==> config.mk <==
export PLATFORM = sky130hd
export DESIGN_NAME = bg_pixel_fetch_flat
export DESIGN_NICKNAME = d
export VERILOG_FILES = /design/src/rtl/bg_pixel_fetch_if.sv /design/src/rtl/bg_pixel_fetch.sv /design/src/flat_wrapper.sv
export SDC_FILE = /design/constraint.sdc
export NUM_CORES = 1
export LEC_CHECK = 0
export BUFFER_PORTS_ARGS = -buffer_cell sky130_fd_sc_hd__buf_2
export CAP_MARGIN = 20
export CELL_PAD_IN_SITES_DETAIL_PLACEMENT = 0
export CELL_PAD_IN_SITES_GLOBAL_PLACEMENT = 1
export CORE_AREA = 2 2 284 258
export DETAILED_ROUTE_END_ITERATION = 12
export DIE_AREA = 0 0 286 260
export PLACE_DENSITY_LB_ADDON = 0.1
export SLEW_MARGIN = 15
export SYNTH_ARGS = -nofsm -noshare
export SYNTH_HDL_FRONTEND = slang
export SYNTH_SLANG_ARGS = --single-unit
==> constraint.sdc <==
create_clock -name Clk -period 2.6 [get_ports Clk]
set_input_delay 0.52 -clock Clk [delete_from_list [all_inputs] [get_ports Clk]]
set_output_delay 0.52 -clock Clk [all_outputs]
set_load 0.01 [all_outputs]
==> src/rtl/bg_pixel_fetch_if.sv <==
// Sprite-ROM read port between the background pixel fetcher (master) and the ROM (slave).
// Handshake: no back-pressure; mem_rd is a one-cycle strobe qualifying mem_addr, and mem_data
// is valid exactly MEM_LAT cycles after that strobe, with no valid/ready return signal.
interface bg_pixel_fetch_if #(
    parameter int ADDR_W = 18,
    parameter int IDX_W  = 4
);
    logic              mem_rd;
    logic [ADDR_W-1:0] mem_addr;
    logic [IDX_W-1:0]  mem_data;

    modport master (output mem_rd, output mem_addr, input mem_data);
    modport slave  (input mem_rd, input mem_addr, output mem_data);
endinterface

==> src/rtl/bg_pixel_fetch.sv <==
// Background pixel fetch: ROM read of the colour index, palette lookup to RGB, and a matching
// delay line so coordinates and the draw flag leave aligned with the colour.
module bg_pixel_fetch #(
    parameter int ADDR_W   = 18,
    parameter int IDX_W    = 4,
    parameter int MEM_LAT  = 2,
    parameter int ADDR_MAX = 155306
) (
    input  logic              Clk,
    input  logic              Reset_n,
    input  logic              drawBG,
    input  logic [ADDR_W-1:0] addrBG,
    input  logic [9:0]        DrawX,
    input  logic [9:0]        DrawY,
    bg_pixel_fetch_if.master  mem,
    input  logic              pal_we,
    input  logic [IDX_W-1:0]  pal_waddr,
    input  logic [23:0]       pal_wdata,
    output logic [7:0]        Red,
    output logic [7:0]        Green,
    output logic [7:0]        Blue,
    output logic              out_valid,
    output logic [9:0]        outX,
    output logic [9:0]        outY,
    output logic              oob_err
);
    localparam int L     = MEM_LAT + 2;
    localparam int PAL_N = 1 << IDX_W;
    localparam logic [ADDR_W-1:0] ADDR_MAX_V = ADDR_W'(ADDR_MAX);

    // Grayscale ramp: each channel of entry i is the nibble i repeated.
    function automatic logic [23:0] ramp(input int i);
        logic [3:0] n;
        n = 4'(i);
        return {n, n, n, n, n, n};
    endfunction

    logic              in_bounds;
    logic              req;
    logic              oob_hit;

    logic              req_q [L];
    logic [9:0]        x_q   [L];
    logic [9:0]        y_q   [L];
    logic [ADDR_W-1:0] mem_addr_q, mem_addr_d;
    logic [23:0]       rgb_q, rgb_d;
    logic              oob_q, oob_d;
    logic [23:0]       pal_q [PAL_N];

    assign in_bounds = (addrBG <= ADDR_MAX_V);
    assign req       = drawBG && in_bounds;
    assign oob_hit   = drawBG && !in_bounds;

    // req_q[L-2] belongs to the pixel whose ROM data is on mem_data this cycle.
    always_comb begin
        mem_addr_d = mem_addr_q;
        oob_d      = oob_q | oob_hit;
        rgb_d      = '0;
        if (req) begin
            mem_addr_d = addrBG;
        end
        if (req_q[L-2]) begin
            rgb_d = pal_q[mem.mem_data];
        end
    end

    always_ff @(posedge Clk or negedge Reset_n) begin
        if (!Reset_n) begin
            for (int i = 0; i < L; i++) begin
                req_q[i] <= 1'b0;
                x_q[i]   <= '0;
                y_q[i]   <= '0;
            end
            mem_addr_q <= '0;
            rgb_q      <= '0;
            oob_q      <= 1'b0;
        end else begin
            req_q[0] <= req;
            x_q[0]   <= DrawX;
            y_q[0]   <= DrawY;
            for (int i = 1; i < L; i++) begin
                req_q[i] <= req_q[i-1];
                x_q[i]   <= x_q[i-1];
                y_q[i]   <= y_q[i-1];
            end
            mem_addr_q <= mem_addr_d;
            rgb_q      <= rgb_d;
            oob_q      <= oob_d;
        end
    end

    // Lookup above reads the pre-edge entry, so a same-cycle write is seen only from the next cycle.
    always_ff @(posedge Clk or negedge Reset_n) begin
        if (!Reset_n) begin
            for (int i = 0; i < PAL_N; i++) begin
                pal_q[i] <= ramp(i);
            end
        end else if (pal_we) begin
            pal_q[pal_waddr] <= pal_wdata;
        end
    end

    assign mem.mem_rd   = req_q[0];
    assign mem.mem_addr = mem_addr_q;
    assign Red          = rgb_q[23:16];
    assign Green        = rgb_q[15:8];
    assign Blue         = rgb_q[7:0];
    assign out_valid    = req_q[L-1];
    assign outX         = x_q[L-1];
    assign outY         = y_q[L-1];
    assign oob_err      = oob_q;
endmodule

==> src/flat_wrapper.sv <==
// flat-port wrapper written by rule: the top's interface ports become plain ports
module bg_pixel_fetch_flat 
#(
    parameter int ADDR_W   = 18,
    parameter int IDX_W    = 4,
    parameter int MEM_LAT  = 2,
    parameter int ADDR_MAX = 155306
)
  (Clk, Reset_n, drawBG, addrBG, DrawX, DrawY, pal_we, pal_waddr, pal_wdata, Red, Green, Blue, out_valid, outX, outY, oob_err, mem_mem_rd, mem_mem_addr, mem_mem_data);
  bg_pixel_fetch_if #(.ADDR_W(ADDR_W), .IDX_W(IDX_W)) mem_i ();
  input  logic Clk;
  input  logic Reset_n;
  input  logic drawBG;
  input  logic [ADDR_W-1:0] addrBG;
  input  logic [9:0] DrawX;
  input  logic [9:0] DrawY;
  input  logic pal_we;
  input  logic [IDX_W-1:0] pal_waddr;
  input  logic [23:0] pal_wdata;
  output logic [7:0] Red;
  output logic [7:0] Green;
  output logic [7:0] Blue;
  output logic out_valid;
  output logic [9:0] outX;
  output logic [9:0] outY;
  output logic oob_err;
  output wire logic [$bits(mem_i.mem_rd)-1:0] mem_mem_rd;
  output wire logic [$bits(mem_i.mem_addr)-1:0] mem_mem_addr;
  input wire logic [$bits(mem_i.mem_data)-1:0] mem_mem_data;
  assign mem_mem_rd = mem_i.mem_rd;
  assign mem_mem_addr = mem_i.mem_addr;
  assign mem_i.mem_data = mem_mem_data;
  bg_pixel_fetch #(.ADDR_W(ADDR_W), .IDX_W(IDX_W), .MEM_LAT(MEM_LAT), .ADDR_MAX(ADDR_MAX)) u_core (.Clk(Clk), .Reset_n(Reset_n), .drawBG(drawBG), .addrBG(addrBG), .DrawX(DrawX), .DrawY(DrawY), .mem(mem_i), .pal_we(pal_we), .pal_waddr(pal_waddr), .pal_wdata(pal_wdata), .Red(Red), .Green(Green), .Blue(Blue), .out_valid(out_valid), .outX(outX), .outY(outY), .oob_err(oob_err));
endmodule
==> metrics.csv, run 1 <==
metric;value;unit
slowest_stage;dfrtp_1;
track_usage;15.11;%
post_drt_wl_per_cell;22.97;um
met2_usage;22.67;%
slew_headroom;59.01;%
clkSlewWorstSetupHoldPaths;0.06;ns
ys_seq_area_share;61.25;%
yosysTopAreaCellShare;37.53;%
synth_edf_count;0;
min_period_over_period;67.43;%
nets;1461;
holdPathStages;2;
clock-sinks;511;
power.total;22440;uW
worst_pin_slew;0.6148;ns
hold_path.class;in -> reg;
route.detailed.drc;0;
regArea;0.01303;mm^2
max_cap_viol_count;0;
slew_viol_final;0;
status;finished clean;
start_util;29.87;%
worstPathMaxFanout;1;
routed_wl;54.84;mm
die_h;260;um
use_met3;2.904;%
syn_nets;1289;
synth_top_area_cell;dfrtp_1;
stdcell_count;2387;
crit_buf_inv;1;
numCtsBuffers;58;
viasPerCell;4.697;
p_leak;0.01070;uW
hold_viol_final;0;
yosys-top-cells-area;dfrtp_1 38%, dfstp_2 24%, mux2_2 19%, mux4_2 13%, mux2_1 1.8%;
arrival;1.23;ns
drt_iter0_drc;491;
cts_max_level;2;
ff2ff_path_depth;3;
die_w;286;um
clock-skew-final;0.01591;ns
endpoint_kind;primary output;
layout_common_cells;359 x mux2_2, 319 x dfrtp_1, 192 x dfstp_2;
grt_first_pass_wirelength;83.46;mm
ys_seq_elements;511;
crit_type;reg -> out;
fmax;570.4;MHz
cp_top_family;flip-flops;
cts_tree;done;
rsz0062_at_grt;false;
busiest_layer;met2;
root_buffer;clkbuf_16;
area_growth;21.14;%
dp_cells;2256;
holdPathEnd;u_core.mem.mem_addr[1];
yosysWarnings;0;
start_kind;flop;
routed-via-count;11212;
dpl.hpwl;31.04;mm
ios;139;
multi_input_area;0.007757;mm^2
ys_types;31;
min_from;addrBG[1];
cts_resized;0;
timing.rr.end;u_core.rgb_q[1];
fin_crit;1.753;ns
syn_area;0.02127;mm^2
power.density;871.1;mW/mm^2
port_buffers;138;
grt-ovfl-total;0;
postSynth.asyncResetShare;100.0;%
drive_above_1_share;69.57;%
synth_cells;1215;
tns;0;ns
final_common_cell;mux2_2;
clkLatencyLatePin;0.61;ns
use_met1;22.28;%
crit_chain;buf_2;
finalSetupViolCount;0;
die_area;0.07436;mm^2
grt_max_degree;81;
required;2.08;ns
n_fill_cell;6749;
place_congestion;0.6975;
antenna_found_initial;2;
ir_worst_vdd;0.0004683;V
crit_path_max_incr_delay;0.44;ns
timing.rr.start;u_core.pal_q[49];
ant_nets;0;
core-area;0.07121;mm^2
firstDrtPassIters;4;
syn_area_per_cell;17.51;um^2
ff2ff_setup_slack;0.98;ns
grt_pass1_vias;12311;
std_cell_rows;93;
clock_path_buffers;3;
ys.flop_type;dfrtp_1;
## kinds of logic after synthesis
| group | synth area share (%) |
|---|---|
| AO/OA/AOI/OAI | 0.2882 |
| buffers and inverters | 2.694 |
| AND/OR/NAND/NOR | 1.624 |
| flip-flops | 61.25 |
| multiplexers | 34.15 |
## per-layer routing
| metal | part of all wire, % | vias up |
|---|---|---|
| li1 | - | 4805 |
| met1 | 50 | 6126 |
| met2 | 44 | 204 |
| met3 | 4.1 | 75 |
| met4 | 2.1 | 2 |
| met5 | 0.024 | - |
## area by class of cell
| class | instances | area share (%) |
|---|---|---|
| flip-flops and latches | 511 | 50.56 |
| multi-input cells | 589 | 30.11 |
| repair buffers | 225 | 6.998 |
| clock buffers | 83 | 6.502 |
| well taps | 950 | 4.613 |
| clock inverters | 26 | 1.180 |
| inverters | 2 | 0.02914 |
| diodes | 1 | 0.009712 |
## power by group
group | leakage [uW] | switching, uW | total, uW | internal, uW
registers | 0.00589 | 736 | 10700 | 10000
clock network | 0.000984 | 3410 | 8470 | 5070
logic | 0.00383 | 1150 | 3240 | 2090
total | 0.0107 | 5290 | 22400 | 17200
## Yosys cell counts, types with 2 or more instances
| cell type | number |
|---|---|
| a211o_1 | 2 |
| and2_1 | 24 |
| buf_1 | 6 |
| buf_2 | 11 |
| buf_4 | 20 |
| buf_6 | 7 |
| clkbuf_1 | 69 |
| dfrtp_1 | 319 |
| dfstp_2 | 192 |
| inv_1 | 2 |
| mux2_1 | 34 |
| mux2_2 | 359 |
| mux2_4 | 9 |
| mux4_2 | 120 |
| nand2_1 | 5 |
| nand2b_1 | 5 |
| nand3_1 | 2 |
| nand3b_1 | 3 |
| nor2_1 | 13 |
| or3_1 | 2 |
## flip-flops by register name, indices dropped and copies added (netlist names)
signal	flops
u_core.x_q	30
u_core.req_q	2
u_core.outX	10
u_core.mem.mem_rd	1
u_core.out_valid	1
u_core.mem.mem_addr	18
u_core.pal_q	384
u_core.y_q	30
u_core.oob_err	1
u_core.outY	10
u_core.rgb_q	24
## worst max-delay path by stage
stage,startpoint,to,slack (ns),depth (start not counted)
after floorplan,mem_mem_data[2],u_core.rgb_q[10],0.29,6
after global placement,mem_mem_data[0],u_core.rgb_q[16],0.31,5
after detailed placement,addrBG[13],u_core.mem.mem_addr[17],0.26,7
after CTS,u_core.rgb_q[11],Green[3],0.78,1
after global routing,u_core.rgb_q[13],Green[5],0.78,1
final,u_core.rgb_q[13],Green[5],0.85,1
## stage by stage
step           area (um^2)  setup slack, ns  util (%)  hold slack [ns]
5_1_grt              25770           0.7849     36.18           0.1203
4_1_cts              25760           0.7805     36.18          0.09067
3_3_place_gp         23570           0.3053     33.10           0.3313
6_report             25770           0.8469     36.18           0.1405
2_1_floorplan        21270           0.2935         -           0.2244
3_5_place_dp         23570           0.2607     33.10           0.3347
## repair_timing
item,4_1_cts,5_1_grt
hold buffers,21,0
endpoints found under the hold margin,35,0
setup buffers,0,0
No activity file was read; power rests on OpenSTA's default activity.
==> run 2, diff against run 1 <==
- ABC_AREA: default -> 1
- CORE_AREA: 2 2 284 258 -> 2 2 286 260
- DIE_AREA: 0 0 286 260 -> 0 0 288 262
- clock period: 2.6 -> 1.53 ns (I/O delays scaled with it)
==> run 2 against run 1 <==
Net effect: the flow now finishes with violations (setup timing); non-clock buffer count increased by 108; synthesized cell count up 97%; total power up 69%; count of clock-buffer cells in the layout rose by 5.
==> metrics.csv, run 2 <==
metric;value;unit;change
ys_types;20;;-35%
syn_area_per_cell;9.033;um^2;-48%
rsz0062_at_grt;true;;
max_cap_viol_count;0;;unchanged
clock-sinks;511;;unchanged
cts_max_level;2;;unchanged
std_cell_rows;94;;+1.1%
worst_pin_slew;0.5726;ns;-0.04220 ns
crit_path_start;u_core.rgb_q[0];;
finalWorstSetupSlack;-0.007095;ns;-0.8540 ns
yosysWarnings;0;;unchanged
p_leak;0.01209;uW;+13%
slew_headroom;61.83;%;+2.8 points
endpoint;Blue[0];;
ys_seq_area_share;60.39;%;-0.85 points
crit_buf_inv;1;;unchanged
ff2ff_setup_slack;0.17;ns;-0.81 ns
ys_top_cells_by_count;517 x o21ai_0, 446 x nand2_1, 319 x dfrtp_1;;
die_h;262;um;+0.77%
ys_seq_elements;511;;unchanged
layout_common_cells;516 x o21ai_0, 441 x nand2_1, 314 x dfrtp_1;;
cts_tree;done;;
place_congestion;0.7561;;+8.4%
worstPathMaxFanout;1;;unchanged
core-area;0.07245;mm^2;+1.7%
grt_first_pass_wirelength;106.8;mm;+28%
ios;139;;unchanged
hold_viol_final;0;;unchanged
required;1.22;ns;-0.86 ns
final_common_cell;o21ai_0;;
route.detailed.drc;0;;unchanged
numCtsBuffers;59;;+1.7%
largestRegisters;u_core.pal_q x384, u_core.x_q x30, u_core.y_q x30;;
ir_worst_vdd;0.0008769;V;+87%
synth_edf_count;0;;unchanged
ant_nets;0;;unchanged
synth_compound_area_share;18.50;%;+18 points
yosys.area_share.xor_xnor;0;%;unchanged
crit_chain;buf_6;;
synth_simple_gate_area_share;12.08;%;+10 points
clkLatencyLatePin;0.63;ns;+0.02 ns
dpl.hpwl;43.86;mm;+41%
tns;-0.007095;ns;-0.007095 ns
fin_crit;1.537;ns;
grt_pass1_vias;16991;;+38%
syn_nets;2462;;+91%
routed-via-count;16850;;+50%
start_util;29.77;%;-0.095 points
arrival;1.23;ns;about the same
synth_top_family_by_area;compound AO/OA/AOI/OAI gates;;
yosys-top-cells-area;dfrtp_1 37%, dfstp_2 23%, o21ai_0 12%, nand2_1 7.8%, a21oi_1 5.0%;;
die_w;288;um;+0.70%
status;complete, but fails checks;;
drive_above_1_share;22.63;%;-47 points
crit_path_max_incr_delay;0.44;ns;about the same
nets;2648;;+81%
die_area;0.07546;mm^2;+1.5%
synth_top_area_cell;dfrtp_1;;
cts_setup_buffers;0;;unchanged
crit_type;reg -> out;;
hold-worst-slack;0.1142;ns;-0.02635 ns
stdcell_count;3585;;+50%
routed_wl;69.55;mm;+27%
syn_area;0.02157;mm^2;+1.4%
fmax;650.6;MHz;
clock-skew-final;0.02523;ns;+0.009319 ns
port_buffers;138;;unchanged
viasPerCell;4.700;;about the same
synth_mux_area_share;0;%;-34 points
dp_slack;-0.06799;ns;-0.3287 ns
n_fill_cell;7415;;+9.9%
yosysTopAreaCellShare;37.01;%;-0.52 points
synthAdderAreaFrac;0;%;unchanged
slowest_stage;dfrtp_1;;
failed_checks;setup timing;;
clkSlewWorstSetupHoldPaths;0.06;ns;about the same
firstDrtPassIters;5;;+1
hold_path.class;in -> reg;;
largest_reg_flops;384;;unchanged
timing.rr.end;u_core.rgb_q[21];;
slew_viol_final;0;;unchanged
grt_max_degree;54;;-33%
dp_cells;3409;;+51%
cp.depth;1;;unchanged
endpoint_kind;primary output;;
drt_iter0_drc;1237;;+150%
ys.flop_type;dfrtp_1;;
synthMostInstantiatedCell;o21ai_0;;
finalSetupViolCount;1;;+1
top_register;u_core.pal_q;;
ff2ff_path_depth;7;;+4
synth_cells;2388;;+97%
start_kind;flop;;
cp_top_family;flip-flops;;
antenna_found_initial;1;;-1
clock_path_buffers;3;;unchanged
power.density;1397;mW/mm^2;+60%
post_drt_wl_per_cell;19.40;um;-16%
root_buffer;clkbuf_16;;
postSynth.asyncResetShare;100.0;%;unchanged
timing.rr.start;u_core.pal_q[45];;
area_growth;25.84;%;
track_usage;18.65;%;+3.5 points
antenna_cells;0;;-1
grt-ovfl-total;0;;unchanged
min_period_over_period;100.5;%;
-- run 2: final cells by class --
| type | count | area, um^2 | area share, % |
|---|---|---|---|
| clock buffer | 88 | 1765 | 6.504 |
| multi-input combinational | 1432 | 6700 | 24.68 |
| inverter | 237 | 895.9 | 3.300 |
| tap | 960 | 1201 | 4.425 |
| clock inverter | 24 | 329.1 | 1.212 |
| timing repair buffer | 333 | 3219 | 11.86 |
| sequential | 511 | 13030 | 48.02 |
-- run 2: worst register-to-register path, delay by kind of cell, from the launching register on --
kind	cells	cell delay, ns
DFF	1	0.51
buffers and inverters	2	0.21
AOI/OAI and AO/OA	3	0.42
and+or+nand+nor	2	0.15
-- run 2: worst min path at each step --
stage	from	to	slack (ns)	cells past startpoint
6_report	drawBG	u_core.oob_err	0.11	3
5_1_grt	drawBG	u_core.oob_err	0.13	3
4_1_cts	drawBG	u_core.oob_err	0.08	3
3_5_place_dp	Reset_n	u_core.x_q[35]	0.20	1
3_3_place_gp	Reset_n	u_core.x_q[35]	0.20	1
2_1_floorplan	Reset_n	u_core.mem.mem_addr[0]	0.01	0
-- run 2: cells by family after synthesis --
family / Yosys count
flops: 511
compound gates: 794
buf+inv: 445
simple gates: 638
-- run 2: metrics by stage --
| step | instance area, um^2 | total power, uW | util, % |
|---|---|---|---|
| 3_5_place_dp | 24270 | 23050 | 33.50 |
| 2_1_floorplan | 21570 | 20930 | - |
| 6_report | 27140 | 37910 | 37.47 |
| 5_1_grt | 27140 | 40170 | 37.47 |
| 3_3_place_gp | 24270 | 22910 | 33.50 |
| 4_1_cts | 27050 | 38500 | 37.34 |
-- run 2: report_power, final --
| part | switching (uW) | leakage, uW | internal (uW) | total [uW] |
|---|---|---|---|---|
| logic | 3190 | 0.00516 | 2050 | 5240 |
| clock network | 5930 | 0.00102 | 9010 | 14900 |
| registers | 957 | 0.00591 | 16800 | 17700 |
-- run 2: per-layer routing --
layer  global-route usage [%]  vias to the layer above  part of all wire, %
met5                        0                        -                0.019
met4                    3.972                        2                  1.8
met3                    2.448                       81                  4.2
met2                    29.15                      362                   44
met1                    27.60                     8233                   50
li1                         -                     8172                    -
-- run 2: timing repair --
item	4_1_cts	5_1_grt
pin swaps	0	5
gates resized for setup	16	13
cloned	0	2
hold endpoints to repair	320	0
hold buffers	63	0
endpoints found under the setup margin	14	33
